### src/rtl/pacman_game_pkg.sv
// Shared types and constants for the pacman game-state sequencer.
// Score arithmetic saturates at the 11-bit display limit.
package pacman_game_pkg;

  typedef enum logic [1:0] {
    READY,
    PLAY,
    DYING,
    GAME_OVER
  } game_state_t;

  localparam logic [1:0] GH_RED   = 2'd0;
  localparam logic [1:0] GH_GREEN = 2'd1;
  localparam logic [1:0] GH_AQUA  = 2'd2;

  localparam int unsigned TIMER_W   = 10;
  localparam logic [10:0] SCORE_MAX = 11'd2047;

  function automatic logic [10:0] score_add(input logic [10:0] score, input logic [11:0] inc);
    logic [11:0] sum;
    sum = {1'b0, score} + inc;
    return (sum > {1'b0, SCORE_MAX}) ? SCORE_MAX : sum[10:0];
  endfunction

endpackage

### src/rtl/frame_timer.sv
// Frame-granular timer: load has priority over tick. Down mode stops at zero,
// up mode saturates at all-ones. done flags a zero count.
module frame_timer #(
  parameter int unsigned WIDTH    = 10,
  parameter bit          COUNT_UP = 1'b0
) (
  input  logic             Clk,
  input  logic             Reset,
  input  logic             load,
  input  logic [WIDTH-1:0] load_val,
  input  logic             tick,
  output logic [WIDTH-1:0] count,
  output logic             done
);

  logic [WIDTH-1:0] count_q, count_d;

  always_comb begin
    count_d = count_q;
    if (load) begin
      count_d = load_val;
    end else if (tick) begin
      if (COUNT_UP) begin
        if (count_q != '1) count_d = count_q + WIDTH'(1);
      end else if (count_q != '0) begin
        count_d = count_q - WIDTH'(1);
      end
    end
  end

  always_ff @(posedge Clk) begin
    if (Reset) count_q <= '0;
    else       count_q <= count_d;
  end

  assign count = count_q;
  assign done  = (count_q == '0);

endmodule

### src/rtl/game_state_sequencer.sv
// Frame-driven game controller feeding the colour mapper: game phase, ghost
// release/respawn, power-pellet reversal, mouth animation, score and lives.
module game_state_sequencer
  import pacman_game_pkg::*;
#(
  parameter int unsigned READY_FRAMES    = 120,
  parameter int unsigned DYING_FRAMES    = 90,
  parameter int unsigned REVERSAL_FRAMES = 360,
  parameter int unsigned RESPAWN_FRAMES  = 180,
  parameter int unsigned MOUTH_FRAMES    = 8,
  parameter int unsigned RELEASE_GREEN   = 180,
  parameter int unsigned RELEASE_AQUA    = 360,
  parameter int unsigned DOT_POINTS      = 1,
  parameter int unsigned FRUIT_POINTS    = 10,
  parameter int unsigned GHOST_POINTS    = 20,
  parameter int unsigned START_LIVES     = 3
) (
  input  logic        Clk,
  input  logic        Reset,
  input  logic        frame_tick,
  input  logic        start,
  input  logic        dot_eaten,
  input  logic        fruit_eaten,
  input  logic        power_eaten,
  input  logic [2:0]  ghost_hit,
  input  logic        all_dots_cleared,
  output logic        death,
  output logic        reversal,
  output logic        red_enable,
  output logic        green_enable,
  output logic        aqua_enable,
  output logic        closePacman,
  output logic        freeze,
  output logic [10:0] score,
  output logic [1:0]  lives
);

  localparam logic [TIMER_W-1:0] READY_LAST = TIMER_W'(READY_FRAMES - 1);
  localparam logic [TIMER_W-1:0] DYING_LAST = TIMER_W'(DYING_FRAMES - 1);
  localparam logic [TIMER_W-1:0] REV_LOAD   = TIMER_W'(REVERSAL_FRAMES);
  localparam logic [TIMER_W-1:0] RESP_LOAD  = TIMER_W'(RESPAWN_FRAMES);
  localparam logic [TIMER_W-1:0] MOUTH_LOAD = TIMER_W'(MOUTH_FRAMES);
  localparam logic [TIMER_W-1:0] REL_GREEN  = TIMER_W'(RELEASE_GREEN);
  localparam logic [TIMER_W-1:0] REL_AQUA   = TIMER_W'(RELEASE_AQUA);

  game_state_t        state_q, state_d;
  logic [10:0]        score_q, score_d;
  logic [1:0]         lives_q, lives_d;
  logic [TIMER_W-1:0] rel_q, rel_d;
  logic               mouth_q, mouth_d;

  logic               st_load, mouth_load, leave_play;
  logic [TIMER_W-1:0] st_cnt, mouth_cnt, rev_cnt;
  logic               st_done, mouth_done, rev_done;
  logic [TIMER_W-1:0] resp_cnt [3];
  logic [2:0]         resp_done;

  logic               in_play, rev_active, fatal;
  logic [2:0]         eat;
  logic [11:0]        inc;
  logic               unused_timer;

  assign in_play    = (state_q == PLAY);
  assign rev_active = in_play && !rev_done;
  assign fatal      = in_play && (|ghost_hit) && !rev_active;

  always_comb begin
    eat = rev_active ? ghost_hit : 3'b000;
    inc = (dot_eaten ? 12'(DOT_POINTS) : 12'd0) + (fruit_eaten ? 12'(FRUIT_POINTS) : 12'd0)
        + 12'(GHOST_POINTS) * (12'(eat[0]) + 12'(eat[1]) + 12'(eat[2]));
  end

  always_comb begin
    state_d    = state_q;
    score_d    = score_q;
    lives_d    = lives_q;
    rel_d      = rel_q;
    mouth_d    = mouth_q;
    st_load    = 1'b0;
    mouth_load = 1'b0;
    leave_play = 1'b0;
    unique case (state_q)
      READY: begin
        if (frame_tick && st_cnt == READY_LAST) begin
          state_d    = PLAY;
          st_load    = 1'b1;
          rel_d      = '0;
          mouth_d    = 1'b0;
          mouth_load = 1'b1;
        end
      end
      PLAY: begin
        score_d = score_add(score_q, inc);
        if (fatal) begin
          state_d    = DYING;
          st_load    = 1'b1;
          leave_play = 1'b1;
        end else if (all_dots_cleared) begin
          state_d    = READY;
          st_load    = 1'b1;
          leave_play = 1'b1;
        end else begin
          if (frame_tick && rel_q < REL_AQUA) rel_d = rel_q + TIMER_W'(1);
          // Reload on the last tick rather than letting the timer reach zero.
          if (frame_tick && mouth_cnt == TIMER_W'(1)) begin
            mouth_load = 1'b1;
            mouth_d    = ~mouth_q;
          end
        end
      end
      DYING: begin
        if (frame_tick && st_cnt == DYING_LAST) begin
          st_load = 1'b1;
          if (lives_q > 2'd1) begin
            lives_d = lives_q - 2'd1;
            state_d = READY;
          end else begin
            lives_d = 2'd0;
            state_d = GAME_OVER;
          end
        end
      end
      GAME_OVER: begin
        if (start) begin
          score_d = '0;
          lives_d = 2'(START_LIVES);
          state_d = READY;
          st_load = 1'b1;
        end
      end
      default: state_d = READY;
    endcase
  end

  always_ff @(posedge Clk) begin
    if (Reset) begin
      state_q <= READY;
      score_q <= '0;
      lives_q <= 2'(START_LIVES);
      rel_q   <= '0;
      mouth_q <= 1'b0;
    end else begin
      state_q <= state_d;
      score_q <= score_d;
      lives_q <= lives_d;
      rel_q   <= rel_d;
      mouth_q <= mouth_d;
    end
  end

  // Counts ticks elapsed in READY/DYING; restarted at every phase change.
  frame_timer #(.WIDTH(TIMER_W), .COUNT_UP(1'b1)) u_state_timer (
    .Clk      (Clk),
    .Reset    (Reset),
    .load     (st_load),
    .load_val ('0),
    .tick     (frame_tick && (state_q == READY || state_q == DYING)),
    .count    (st_cnt),
    .done     (st_done)
  );

  frame_timer #(.WIDTH(TIMER_W)) u_reversal_timer (
    .Clk      (Clk),
    .Reset    (Reset),
    .load     (leave_play || (in_play && power_eaten)),
    .load_val (leave_play ? '0 : REV_LOAD),
    .tick     (frame_tick && in_play),
    .count    (rev_cnt),
    .done     (rev_done)
  );

  for (genvar g = 0; g < 3; g++) begin : g_respawn
    frame_timer #(.WIDTH(TIMER_W)) u_respawn_timer (
      .Clk      (Clk),
      .Reset    (Reset),
      .load     (leave_play || eat[g]),
      .load_val (leave_play ? '0 : RESP_LOAD),
      .tick     (frame_tick && in_play),
      .count    (resp_cnt[g]),
      .done     (resp_done[g])
    );
  end

  frame_timer #(.WIDTH(TIMER_W)) u_mouth_timer (
    .Clk      (Clk),
    .Reset    (Reset),
    .load     (mouth_load),
    .load_val (MOUTH_LOAD),
    .tick     (frame_tick && in_play),
    .count    (mouth_cnt),
    .done     (mouth_done)
  );

  assign unused_timer = ^{st_done, mouth_done, rev_cnt, resp_cnt[0], resp_cnt[1], resp_cnt[2]};

  // Outputs decode registered state only, so there is no input-to-output path.
  assign freeze       = !in_play;
  assign death        = (state_q == GAME_OVER);
  assign reversal     = rev_active;
  assign red_enable   = in_play && resp_done[GH_RED];
  assign green_enable = in_play && (rel_q >= REL_GREEN) && resp_done[GH_GREEN];
  assign aqua_enable  = in_play && (rel_q >= REL_AQUA) && resp_done[GH_AQUA];
  assign closePacman  = in_play ? mouth_q : (state_q == DYING || state_q == GAME_OVER);
  assign score        = score_q;
  assign lives        = lives_q;

endmodule

### config.mk
export PLATFORM = sky130hd
export DESIGN_NAME = game_state_sequencer
export DESIGN_NICKNAME = d
export VERILOG_FILES = /design/src/rtl/pacman_game_pkg.sv /design/src/rtl/frame_timer.sv /design/src/rtl/game_state_sequencer.sv
export SDC_FILE = /design/constraint.sdc
export NUM_CORES = 1
export LEC_CHECK = 0
export CORE_MARGIN = 2
export CORE_UTILIZATION = 60
export DETAILED_ROUTE_END_ITERATION = 16
export PLACE_DENSITY = 0.81
export SYNTH_ARGS = -nofsm -noshare
export SYNTH_HDL_FRONTEND = slang
export SYNTH_SLANG_ARGS = --single-unit
### constraint.sdc
create_clock -name Clk -period 11.27 [get_ports Clk]
set_input_delay 1.127 -clock Clk [delete_from_list [all_inputs] [get_ports Clk]]
set_output_delay 1.127 -clock Clk [all_outputs]
set_load 0.1 [all_outputs]
==> metrics.md, run 1 <==
| Metric | Value |
|---|---|
| Nets | `641` |
| FILL cells | `614` |
| CP bufs+invs | `3` |
| Post-CTS Setup Inserts | `0` |
| CP max stage cell | `dfxtp_1` |
| Die X-Extent | `94.30 µm` |
| Pwr Density | `97.91 nW/µm²` |
| CTS clk-pin slew, worst paths | `~80 ps` |
| Global placer's final weighted congestion | `between 0.8 and 0.9` |
| Placed insts | `around 700` |
| Vias per inst | `6.083` |
| Clock root buffer | `clkbuf_8` |
| Hold_buf cts | `0` |
| Worst path cell trace | `nor2b_2 -> clkinv_2 -> a311oi_4 -> inv_1 -> fa_1 -> inv_1 -> ha_1 -> fa_1 -> a21o_1 -> a21o_1 -> a211oi_1 -> nor2_1 -> nor2_1 -> a211oi_1` |
| Ranking of synthesized cells by area | `dfxtp_1 35%, nor2_1 6.4%, ha_1 5.4%` |
| Synth Flop Type | `dfxtp_1` |
| Least-Margin Pin Slew | `976.7 ps` |
| Number of global-route vias before repair | `4087` |
| Max FO, Critical Path | `20` |
| Yosys top cell area share | `35.19%` |
| F_max | `205.6 MHz` |
| Total wire length | `roughly 11 mm` |
| CP delay by family, top | `compound AO/OA/AOI/OAI gates` |
| Clock Sinks | `86` |
| Ys async rst share | `0%` |
| First-pass GRT wire length | `about 19 mm` |
| Post_cts resized | `0` |
| Total die area | `8892 µm²` |
| Sequential fraction of the synthesis area | `a little over a third` |
| Clk_skew | `5.877 ps` |
| Final max-slew violation count | `0` |
| Largest net degree at the start of global routing | `25` |
| Number of synthesized flops with an enable pin | `0` |
| RSZ-0062 raised after global routing | `no` |
| Count of different cell masters after synthesis | `72` |
| Peak VDD IR | `60.82 µV` |
| Non-Filler Instances | `approximately 710` |
| Crit end category | `register` |
| Mapped cell area | `4892 µm²` |
| #FFs+latches synth | `86` |
| Most frequent cells after synthesis | `86 x dfxtp_1, 84 x nor2_1, 38 x a21oi_1, 36 x nand2_1, 34 x inv_1` |
| Final ANT Viol Nets | `0` |
| Routed length per placed instance | `around 15 µm` |
| Clock Tree Buf Depth | `2` |
| Initial Utilization | `62.66%` |
| Worst path required time | `11470 ps` |
| Final count of negative-setup-slack endpoints | `0` |
| Num ports | `31` |
| Hold Path Class | `register to register` |
| H-tree depth | `3` |
| Initial antenna violation count | `0` |
| Total CTS buffers | `9` |
| Vias | `4337` |
| Final Hold Viols | `0` |
| Critical path arrival | `just over 5000 ps` |
| Overall global routing resource usage | `about a quarter` |
| Cells after Synth | `580` |
| Syn_area_per_cell | `8.435 µm²` |
| Pleak | `2.027 nW` |
| Min Hold Slack | `497.2 ps` |
| Final worst path period need | `roughly 5000 ps` |
| Synth Warn # | `0` |
| HPWL Detailed | `7.953 mm` |
| Rel. slew slack | `34.69%` |
| Critical path's largest stage delay | `700 ps` |
| Most common cell in the netlist | `dfxtp_1` |
| CTS tree | `built` |
| Residual DRC | `0` |
| Worst-skew pair later-pin latency | `350 ps` |
| Port Buffer Count | `30` |
| Power Total | `0.5308 mW` |
| Post-synthesis net count | `615` |
| Area delta synth->final | `10.82%` |
| Fin crit share | `43.15%` |
| Die Ht | `94.30 µm` |
| Row cnt | `32` |
| Max-cap viol count | `0` |
| Total gr overflow | `0` |
| N_diodes | `0` |
| Crit start category | `register` |
| Floorplan core area | `between 7000 and 8000 µm²` |
| DR pass1 iterations | `5` |
| CP Class | `register to register` |
| Share of cells above drive strength 1 | `6.547%` |
| Synth area leader | `dfxtp_1` |
| 1st-iter DRT viols | `345` |
| Run status | `finished clean` |
| Post-Route Setup TNS | `0 ps` |
-- placed cells by master, fill, tap and decap left out, types with 3 or more instances in the layout --
cell / count
dfxtp_1: 86
nor2_1: 84
a21oi_1: 38
nand2_1: 36
inv_1: 34
nor3_1: 30
clkdlybuf4s50_1: 30
xor2_1: 26
xnor2_1: 22
ha_1: 21
nand3_1: 19
a211oi_1: 17
o21ai_0: 13
nand4_1: 11
a311oi_1: 10
nand2b_1: 9
a31oi_1: 9
clkbuf_8: 9
or4_1: 8
nor4_1: 7
clkinv_2: 5
o211ai_1: 5
a21o_1: 5
or3_1: 5
and3_1: 4
and2_1: 4
nor2b_1: 4
nand3b_1: 3
o21ai_1: 3
fa_1: 3
-- layout make-up --
type | instances | area, µm² | share of cell area, %
timing repair buffer | 31 | 307.8 | 5.677
sequential | 86 | 1722 | 31.76
inverter | 35 | 132.6 | 2.446
clock buffer | 11 | 131.4 | 2.423
clock inverter | 5 | 50.05 | 0.9231
tap | 102 | 127.6 | 2.354
multi-input combinational | 443 | 2950 | 54.42
-- layer usage --
layer,up-vias,wire (µm),GRT usage (%)
met5,-,0,0
met4,0,178,9.300
met3,19,527,3.933
met2,133,5357,43.93
met1,2049,4886,33.22
li1,2136,-,-
-- kinds of logic after synthesis --
group	count (synthesis)	synth area share (%)
compound gates	128	19.39
fa+ha+maj	24	6.598
simple gates	243	25.73
flops	86	35.19
xor+xnor	48	8.593
buf+inv	51	4.501
-- worst reg2reg max path, cell delays in order (launching register included) --
cell      delay, ps
dfxtp_1         700
nor2b_2         290
clkinv_2        250
a311oi_4        500
inv_1           210
fa_1            530
inv_1            60
ha_1            310
fa_1            460
a21o_1          190
a21o_1          210
a211oi_1        360
nor2_1          140
nor2_1          360
a211oi_1        140
-- state kept, by name, summed over array words and instances (netlist names) --
signal,count
u_reversal_timer.count,10
score,11
u_mouth_timer.count,10
state_q,2
mouth_q,1
u_state_timer.count,10
rel_q,10
lives,2
g_respawn.u_respawn_timer.count,30
-- path summary, 6_finish.rpt --
path	from	endpoint	slack, ps	cells past startpoint
min reg2reg	rel_q[8]	rel_q[8]	500	2
max	state_q[0]	score[1]	6410	14
min	rel_q[8]	rel_q[8]	500	2
max reg2reg	state_q[0]	score[1]	6410	14
-- through the flow --
step                      cell area [µm²]  setup slack, ps  utilization (%)
after floorplan                      4892             5769                -
after global placement               5240             6292            67.12
after detailed placement             5240             6158            67.12
after CTS                            5421             6493            69.44
after global routing                 5421             6143            69.44
final                                5421             6407            69.44
-- power by group --
group	total, mW	internal [mW]	switching (mW)
clock network	0.208	0.101	0.107
registers	0.305	0.304	0.00101
logic	0.0177	0.00630	0.0114
Note: power is estimated with default switching activity, not from simulation.
==> run 2: changes to the inputs <==
- clock period: 11.27 -> 4.7 ns (I/O delays scaled with it)
==> run 2 against run 1 <==
Effect of this change: setup slack worse by 5900 ps; global-route usage is 0.20 points higher; hold slack worse by 14 ps; sequential share of layout area is 0.53 points lower.
==> metrics.md, run 2 (synthesis results as in run 1) <==
| Metric | Value |
|---|---|
| Run status | `finished clean (unchanged)` |
| Hold Path Class | `register to register (unchanged)` |
| Final Hold Viols | `0 (unchanged)` |
| Row cnt | `32 (unchanged)` |
| Die Ht | `94.30 µm (unchanged)` |
| Nets | `647 (was 641)` |
| Setup WS post-layout | `474.0 ps (was 6407 ps)` |
| Max reg flops | `30 (unchanged)` |
| Rel. slew slack | `34.52% (was 34.69%)` |
| Fin crit share | `89.91% (was 43.15%)` |
| Max-cap viol count | `0 (unchanged)` |
| Peak VDD IR | `174.5 µV (was 60.82 µV)` |
| CTS tree | `built (unchanged)` |
| Reg power frac | `52.8% (was 57.5%)` |
| Post-Route Setup TNS | `0 ps (unchanged)` |
| Final max-slew violation count | `0 (unchanged)` |
| Global placer's final weighted congestion | `0.8914 (was 0.8572)` |
| Clock power share | `44.2% (was 39.1%)` |
| RSZ-0062 raised after global routing | `no (unchanged)` |
| Hold_buf cts | `0 (unchanged)` |
| Commonest non-fill, non-tap cell in the layout | `dfxtp_1 (unchanged)` |
| Initial Utilization | `62.66% (unchanged)` |
| F_max | `236.6 MHz (was 205.6 MHz)` |
| Number of global-route vias before repair | `4042 (was 4087)` |
| Post_cts resized | `0 (unchanged)` |
| Fin util | `70.63% (was 69.44%)` |
| Critical path arrival | `4440 ps (was 5070 ps)` |
| Area delta synth->final | `12.71% (was 10.82%)` |
| CP bufs+invs | `2 (was 3)` |
| Critical path's largest stage delay | `510 ps (was 700 ps)` |
| Largest net degree at the start of global routing | `21 (was 25)` |
| Non-Filler Instances | `719 (was 713)` |
| Sw frac | `20.79% (was 22.42%)` |
| Total CTS buffers | `9 (unchanged)` |
| First-pass GRT wire length | `18.73 mm (was 18.54 mm)` |
| Dpl ws | `354.2 ps (was 6158 ps)` |
| RR Endpoint | `score[0] (was score[1])` |
| Least-Margin Pin Slew | `979.1 ps (was 976.7 ps)` |
| Pwr Density | `251.4 nW/µm² (was 97.91 nW/µm²)` |
| GR peak layer | `met2 (unchanged)` |
| N_diodes | `0 (unchanged)` |
| Worst path cell trace | `nor3_2 -> nand3_4 -> and3_1 -> inv_1 -> fa_1 -> inv_1 -> ha_1 -> fa_1 -> a21o_1 -> a21o_1 -> a211oi_1 -> nor2_1 -> nor2_2 -> a211oi_1 (was nor2b_2 -> clkinv_2 -> a311oi_4 -> inv_1 -> fa_1 -> inv_1 -> ha_1 -> fa_1 -> a21o_1 -> a21o_1 -> a211oi_1 -> nor2_1 -> nor2_1 -> a211oi_1)` |
| Internal | `1.098 mW (was 0.4118 mW)` |
| Worst-skew pair later-pin latency | `360 ps (was 350 ps)` |
| H-tree depth | `3 (unchanged)` |
| Final count of negative-setup-slack endpoints | `0 (unchanged)` |
| Crit path to | `score[0] (was score[1])` |
| Port Buffer Count | `30 (unchanged)` |
| Overall global routing resource usage | `26.05% (was 25.85%)` |
| Vias per inst | `6.014 (was 6.083)` |
| Total die area | `8892 µm² (unchanged)` |
| CTS clk-pin slew, worst paths | `90 ps (was 80 ps)` |
| Total wire length | `11.09 mm (was 10.95 mm)` |
| Placed insts | `703 (was 697)` |
| Critical R2R Launch | `u_reversal_timer.count[5] (was state_q[0])` |
| Met3 Use GR | `3.852% (was 3.933%)` |
| Worst path required time | `4910 ps (was 11470 ps)` |
| Final instance area | `5514 µm² (was 5421 µm²)` |
| Register-to-Register Path Depth | `14 (unchanged)` |
| Final worst path period need | `4226 ps (was 4863 ps)` |
| Post-CTS Setup Inserts | `0 (unchanged)` |
| 1st-iter DRT viols | `302 (was 345)` |
| Crit end category | `register (unchanged)` |
| Flop-to-flop setup slack | `470 ps (was 6410 ps)` |
| M2 GR Usage | `43.45% (was 43.93%)` |
| Num ports | `31 (unchanged)` |
| FILL cells | `655 (was 614)` |
| Combinational share of power | `3.0% (was 3.3%)` |
| Floorplan core area | `7807 µm² (unchanged)` |
| Die X-Extent | `94.30 µm (unchanged)` |
| CP Launch Point | `u_reversal_timer.count[5] (was state_q[0])` |
| Total gr overflow | `0 (unchanged)` |
| Initial antenna violation count | `0 (unchanged)` |
| Vias | `4324 (was 4337)` |
| Clock root buffer | `clkbuf_8 (unchanged)` |
| Dpl cell area | `5281 µm² (was 5240 µm²)` |
| Crit start category | `register (unchanged)` |
| HPWL Detailed | `8.217 mm (was 7.953 mm)` |
| Residual DRC | `0 (unchanged)` |
| DR pass1 iterations | `5 (unchanged)` |
| Final ANT Viol Nets | `0 (unchanged)` |
| Clk_skew | `11.39 ps (was 5.877 ps)` |
| NetSw | `0.2882 mW (was 0.1190 mW)` |
| Most frequent cells in the layout | `86 x dfxtp_1, 83 x nor2_1, 38 x a21oi_1 (was 86 x dfxtp_1, 84 x nor2_1, 38 x a21oi_1)` |
| Pleak | `2.084 nW (was 2.027 nW)` |
| Clock Tree Buf Depth | `2 (unchanged)` |
| Routed length per placed instance | `15.42 µm (was 15.36 µm)` |
| Clock Sinks | `86 (unchanged)` |
| CP max stage cell | `nor3_2 (was dfxtp_1)` |
| CP delay by family, top | `simple AND/OR/NAND/NOR gates (was compound AO/OA/AOI/OAI gates)` |
| CP Class | `register to register (unchanged)` |
| CP Depth | `14 (unchanged)` |
| Share of cells above drive strength 1 | `8.266% (was 6.547%)` |
| Max FO, Critical Path | `7 (was 20)` |
| M1 GR Usage | `34.34% (was 33.22%)` |
-- run 2: cell count changes in the layout (fill, tap and decap cells not counted) --
| cell | change |
|---|---|
| clkinv_2 | -3 |
| clkdlybuf4s50_1 | -4 |
| clkbuf_1 | +1 |
| nor2_2 | +1 |
| nor2_1 | -1 |
| nor4_1 | -1 |
| buf_4 | +10 |
| nor4_2 | +1 |
| bufinv_16 | +2 |
-- run 2: how the worst min path moves through the flow --
stage	start	end	depth (start not counted)	slack (ps)
after global routing	rel_q[8]	rel_q[8]	2	520
after CTS	rel_q[8]	rel_q[8]	2	480
after floorplan	rel_q[8]	rel_q[8]	2	450
after detailed placement	rel_q[8]	rel_q[8]	2	470
final	rel_q[8]	rel_q[8]	2	480
after global placement	rel_q[8]	rel_q[8]	2	460
-- run 2: area by class of cell --
class                           instances  area (µm²)  area share [%]
Tap cell                              102       127.6           2.314
Clock buffer                           12       135.1           2.451
Multi-Input combinational cell        443        2959           53.66
Clock inverter                          4       95.09           1.725
Sequential cell                        86        1722           31.22
Timing Repair Buffer                   37       342.8           6.217
Inverter                               35       132.6           2.405
-- run 2: worst register-to-register path: stages (launching register included) --
cell and delay [ps]:
dfxtp_1 360, nor3_2 510, nand3_4 210, and3_1 260, inv_1 180, fa_1 450
inv_1 90, ha_1 260, fa_1 470, a21o_1 200, a21o_1 210, a211oi_1 370
nor2_1 150, nor2_2 240, a211oi_1 120
-- run 2: power groups by stage --
stage	combinational [mW]	sequential, mW	clock (mW)
6_report	0.0415	0.732	0.613
5_1_grt	0.0455	0.733	0.650
4_1_cts	0.0415	0.732	0.618
3_5_place_dp	0.0413	0.749	0
3_3_place_gp	0.0403	0.749	0
2_1_floorplan	0.0234	0.749	0
-- run 2: metal layers --
| layer | wire [µm] | share of wire (%) |
|---|---|---|
| met1 | 5084 | 46 |
| met2 | 5412 | 49 |
| met4 | 195 | 1.8 |
| met3 | 395 | 3.6 |
| met5 | 0 | 0 |
-- run 2: through the flow --
| stage | total power, mW | hold WS (ps) |
|---|---|---|
| after floorplan | 0.7722 | 446.4 |
| after global routing | 1.428 | 521.4 |
| after global placement | 0.7894 | 461.7 |
| after CTS | 1.391 | 482.4 |
| after detailed placement | 0.7905 | 467.9 |
| final | 1.386 | 482.8 |
==> run 3: changes to the inputs <==
- DONT_BUFFER_PORTS: default -> 1
- PLACE_DENSITY: 0.81 -> 0.76
==> run 3 against run 2 <==
Effect of this change: clock skew rose by 4.6 ps; critical path depth rose by 3; utilization fell by 2.8 points; sequential share of layout area rose by 1.3 points; die area did not move; via count fell by 2.5%; clock-buffer cell count fell by 1; global-route usage fell by 0.33 points; sequential cell count did not move; combinational power fell by 38%; maximum frequency fell by 4.2%; critical path type unchanged; highest routed layer unchanged.
==> metrics.md, run 3 (synthesis results as in run 1) <==
| Metric | Value |
|---|---|
| Rel. slew slack | `24.87% (was 34.52%)` |
| FILL cells | `683 (was 655)` |
| Largest net degree at the start of global routing | `25 (was 21)` |
| Worst path required time | `4950 ps (was 4910 ps)` |
| Final Hold Viols | `0 (unchanged)` |
| Number of global-route vias before repair | `4016 (was 4042)` |
| CP Class | `register to register (unchanged)` |
| Total gr overflow | `0 (unchanged)` |
| Vias per inst | `6.059 (was 6.014)` |
| HPWL Detailed | `7.867 mm (was 8.217 mm)` |
| Crit start category | `register (unchanged)` |
| F_max | `226.7 MHz (was 236.6 MHz)` |
| Dpl cell area | `5047 µm² (was 5281 µm²)` |
| Placed insts | `677 (was 703)` |
| Pwr Density | `253.7 nW/µm² (was 251.4 nW/µm²)` |
| Pleak | `2.001 nW (was 2.084 nW)` |
| Initial antenna violation count | `0 (unchanged)` |
| Nets | `624 (was 647)` |
| Total CTS buffers | `9 (unchanged)` |
| Crit end category | `register (unchanged)` |
| Most frequent cells in the layout | `86 x dfxtp_1, 81 x nor2_1, 38 x a21oi_1 (was 86 x dfxtp_1, 83 x nor2_1, 38 x a21oi_1)` |
| H-tree depth | `3 (unchanged)` |
| RSZ-0062 raised after global routing | `no (unchanged)` |
| Non-Filler Instances | `696 (was 719)` |
| Total wire length | `10.79 mm (was 11.09 mm)` |
| Num ports | `31 (unchanged)` |
| Final instance area | `5296 µm² (was 5514 µm²)` |
| Max FO, Critical Path | `8 (was 7)` |
| Worst path cell trace | `inv_1 -> ha_1 -> nor4b_4 -> buf_4 -> buf_4 -> a311oi_4 -> inv_1 -> fa_1 -> inv_1 -> ha_1 -> fa_1 -> a21o_1 -> a21o_1 -> a211oi_1 -> nor2_1 -> nor2_2 -> a211oi_1 (was nor3_2 -> nand3_4 -> and3_1 -> inv_1 -> fa_1 -> inv_1 -> ha_1 -> fa_1 -> a21o_1 -> a21o_1 -> a211oi_1 -> nor2_1 -> nor2_2 -> a211oi_1)` |
| Critical path arrival | `4660 ps (was 4440 ps)` |
| Vias | `4217 (was 4324)` |
| Max reg flops | `30 (unchanged)` |
| First-pass GRT wire length | `18.40 mm (was 18.73 mm)` |
| Final max-slew violation count | `0 (unchanged)` |
| 1st-iter DRT viols | `216 (was 302)` |
| Dpl ws | `195.3 ps (was 354.2 ps)` |
| DR pass1 iterations | `4 (was 5)` |
| Initial Utilization | `62.66% (unchanged)` |
| Residual DRC | `0 (unchanged)` |
| Port Buffer Count | `0 (was 30)` |
| Least-Margin Pin Slew | `1125 ps (was 979.1 ps)` |
| Row cnt | `32 (unchanged)` |
| Global placer's final weighted congestion | `0.8438 (was 0.8914)` |
| N_diodes | `0 (unchanged)` |
| Fin crit share | `93.86% (was 89.91%)` |
| Final ANT Viol Nets | `0 (unchanged)` |
| Max-cap viol count | `0 (unchanged)` |
| Clock Tree Buf Depth | `2 (unchanged)` |
| Hold Path Class | `input port to register (was register to register)` |
| Run status | `finished clean (unchanged)` |
| Min Hold Slack | `162.4 ps (was 482.8 ps)` |
| CTS tree | `built (unchanged)` |
| CP max stage cell | `fa_1 (was nor3_2)` |
| Post-Route Setup TNS | `0 ps (unchanged)` |
| Critical path's largest stage delay | `550 ps (was 510 ps)` |
| Area delta synth->final | `8.261% (was 12.71%)` |
| Clk_skew | `15.98 ps (was 11.39 ps)` |
| Overall global routing resource usage | `25.72% (was 26.05%)` |
| Worst-skew pair later-pin latency | `370 ps (was 360 ps)` |
| Die X-Extent | `94.30 µm (unchanged)` |
| Final worst path period need | `4411 ps (was 4226 ps)` |
| Most used cell, CP | `inv_1` |
| Setup WS post-layout | `288.6 ps (was 474.0 ps)` |
| CTS clk-pin slew, worst paths | `90 ps (about the same)` |
| Routed length per placed instance | `15.51 µm (was 15.42 µm)` |
| Floorplan core area | `7807 µm² (unchanged)` |
| Clock root buffer | `clkbuf_8 (unchanged)` |
| Clock Sinks | `86 (unchanged)` |
| Share of cells above drive strength 1 | `9.933% (was 8.266%)` |
| Total die area | `8892 µm² (unchanged)` |
| Final count of negative-setup-slack endpoints | `0 (unchanged)` |
| Commonest non-fill, non-tap cell in the layout | `dfxtp_1 (unchanged)` |
| Die Ht | `94.30 µm (unchanged)` |
| Peak VDD IR | `218.0 µV (was 174.5 µV)` |
run 3: final timing paths:
| path | slack (ps) | endpoint | startpoint | cells after the start |
|---|---|---|---|---|
| max | 290 | score[4] | u_reversal_timer.count[0] | 17 |
| min | 160 | score[3] | Reset | 1 |
| max reg2reg | 290 | score[4] | u_reversal_timer.count[0] | 17 |
| min reg2reg | 480 | rel_q[8] | rel_q[8] | 2 |
run 3: final cells by class:
cell class / instances / area [µm²] / area share (%)
Tap cell: 102 / 127.6 / 2.410
Clock inverter: 5 / 82.58 / 1.559
Multi-Input combinational cell: 443 / 2985 / 56.37
Timing Repair Buffer: 14 / 105.1 / 1.984
Inverter: 35 / 132.6 / 2.504
Clock buffer: 11 / 141.4 / 2.670
Sequential cell: 86 / 1722 / 32.51
run 3: per-layer routing:
metal	vias to the layer above	GRT usage, %	share of wire [%]
met4	0	10.99	2.0
met2	94	42.80	49
li1	2111	-	-
met1	1993	32.46	45
met3	19	4.896	4.0
met5	-	0	0
run 3: what timing repair did:
action,in CTS,in global routing
setup buffers,0,3
hold buffers,0,0
gates resized for setup,0,1
endpoints found under the hold margin,0,0
setup endpoints to repair,0,7
run 3: per-stage QoR:
stage                     total power, mW  util [%]
after floorplan                    0.7722         -
after global placement             0.7736     64.65
after detailed placement           0.7749     64.65
after CTS                           1.354     67.52
after global routing                1.392     67.84
final                               1.344     67.84
run 3: power breakdown:
part / internal, mW / switching (mW) / total [mW]
clock network: 0.315 / 0.270 / 0.586
registers: 0.730 / 0.00252 / 0.732
logic: 0.00782 / 0.0178 / 0.0256
total: 1.05 / 0.291 / 1.34
run 3: worst max-delay path, delay by kind of cell, from the launching register on:
kind            cells  cell delay, ps
simple gates        3             490
fa+ha+maj           4            1560
compound gates      5            1200
flops               1             390
buf+inv             5             650
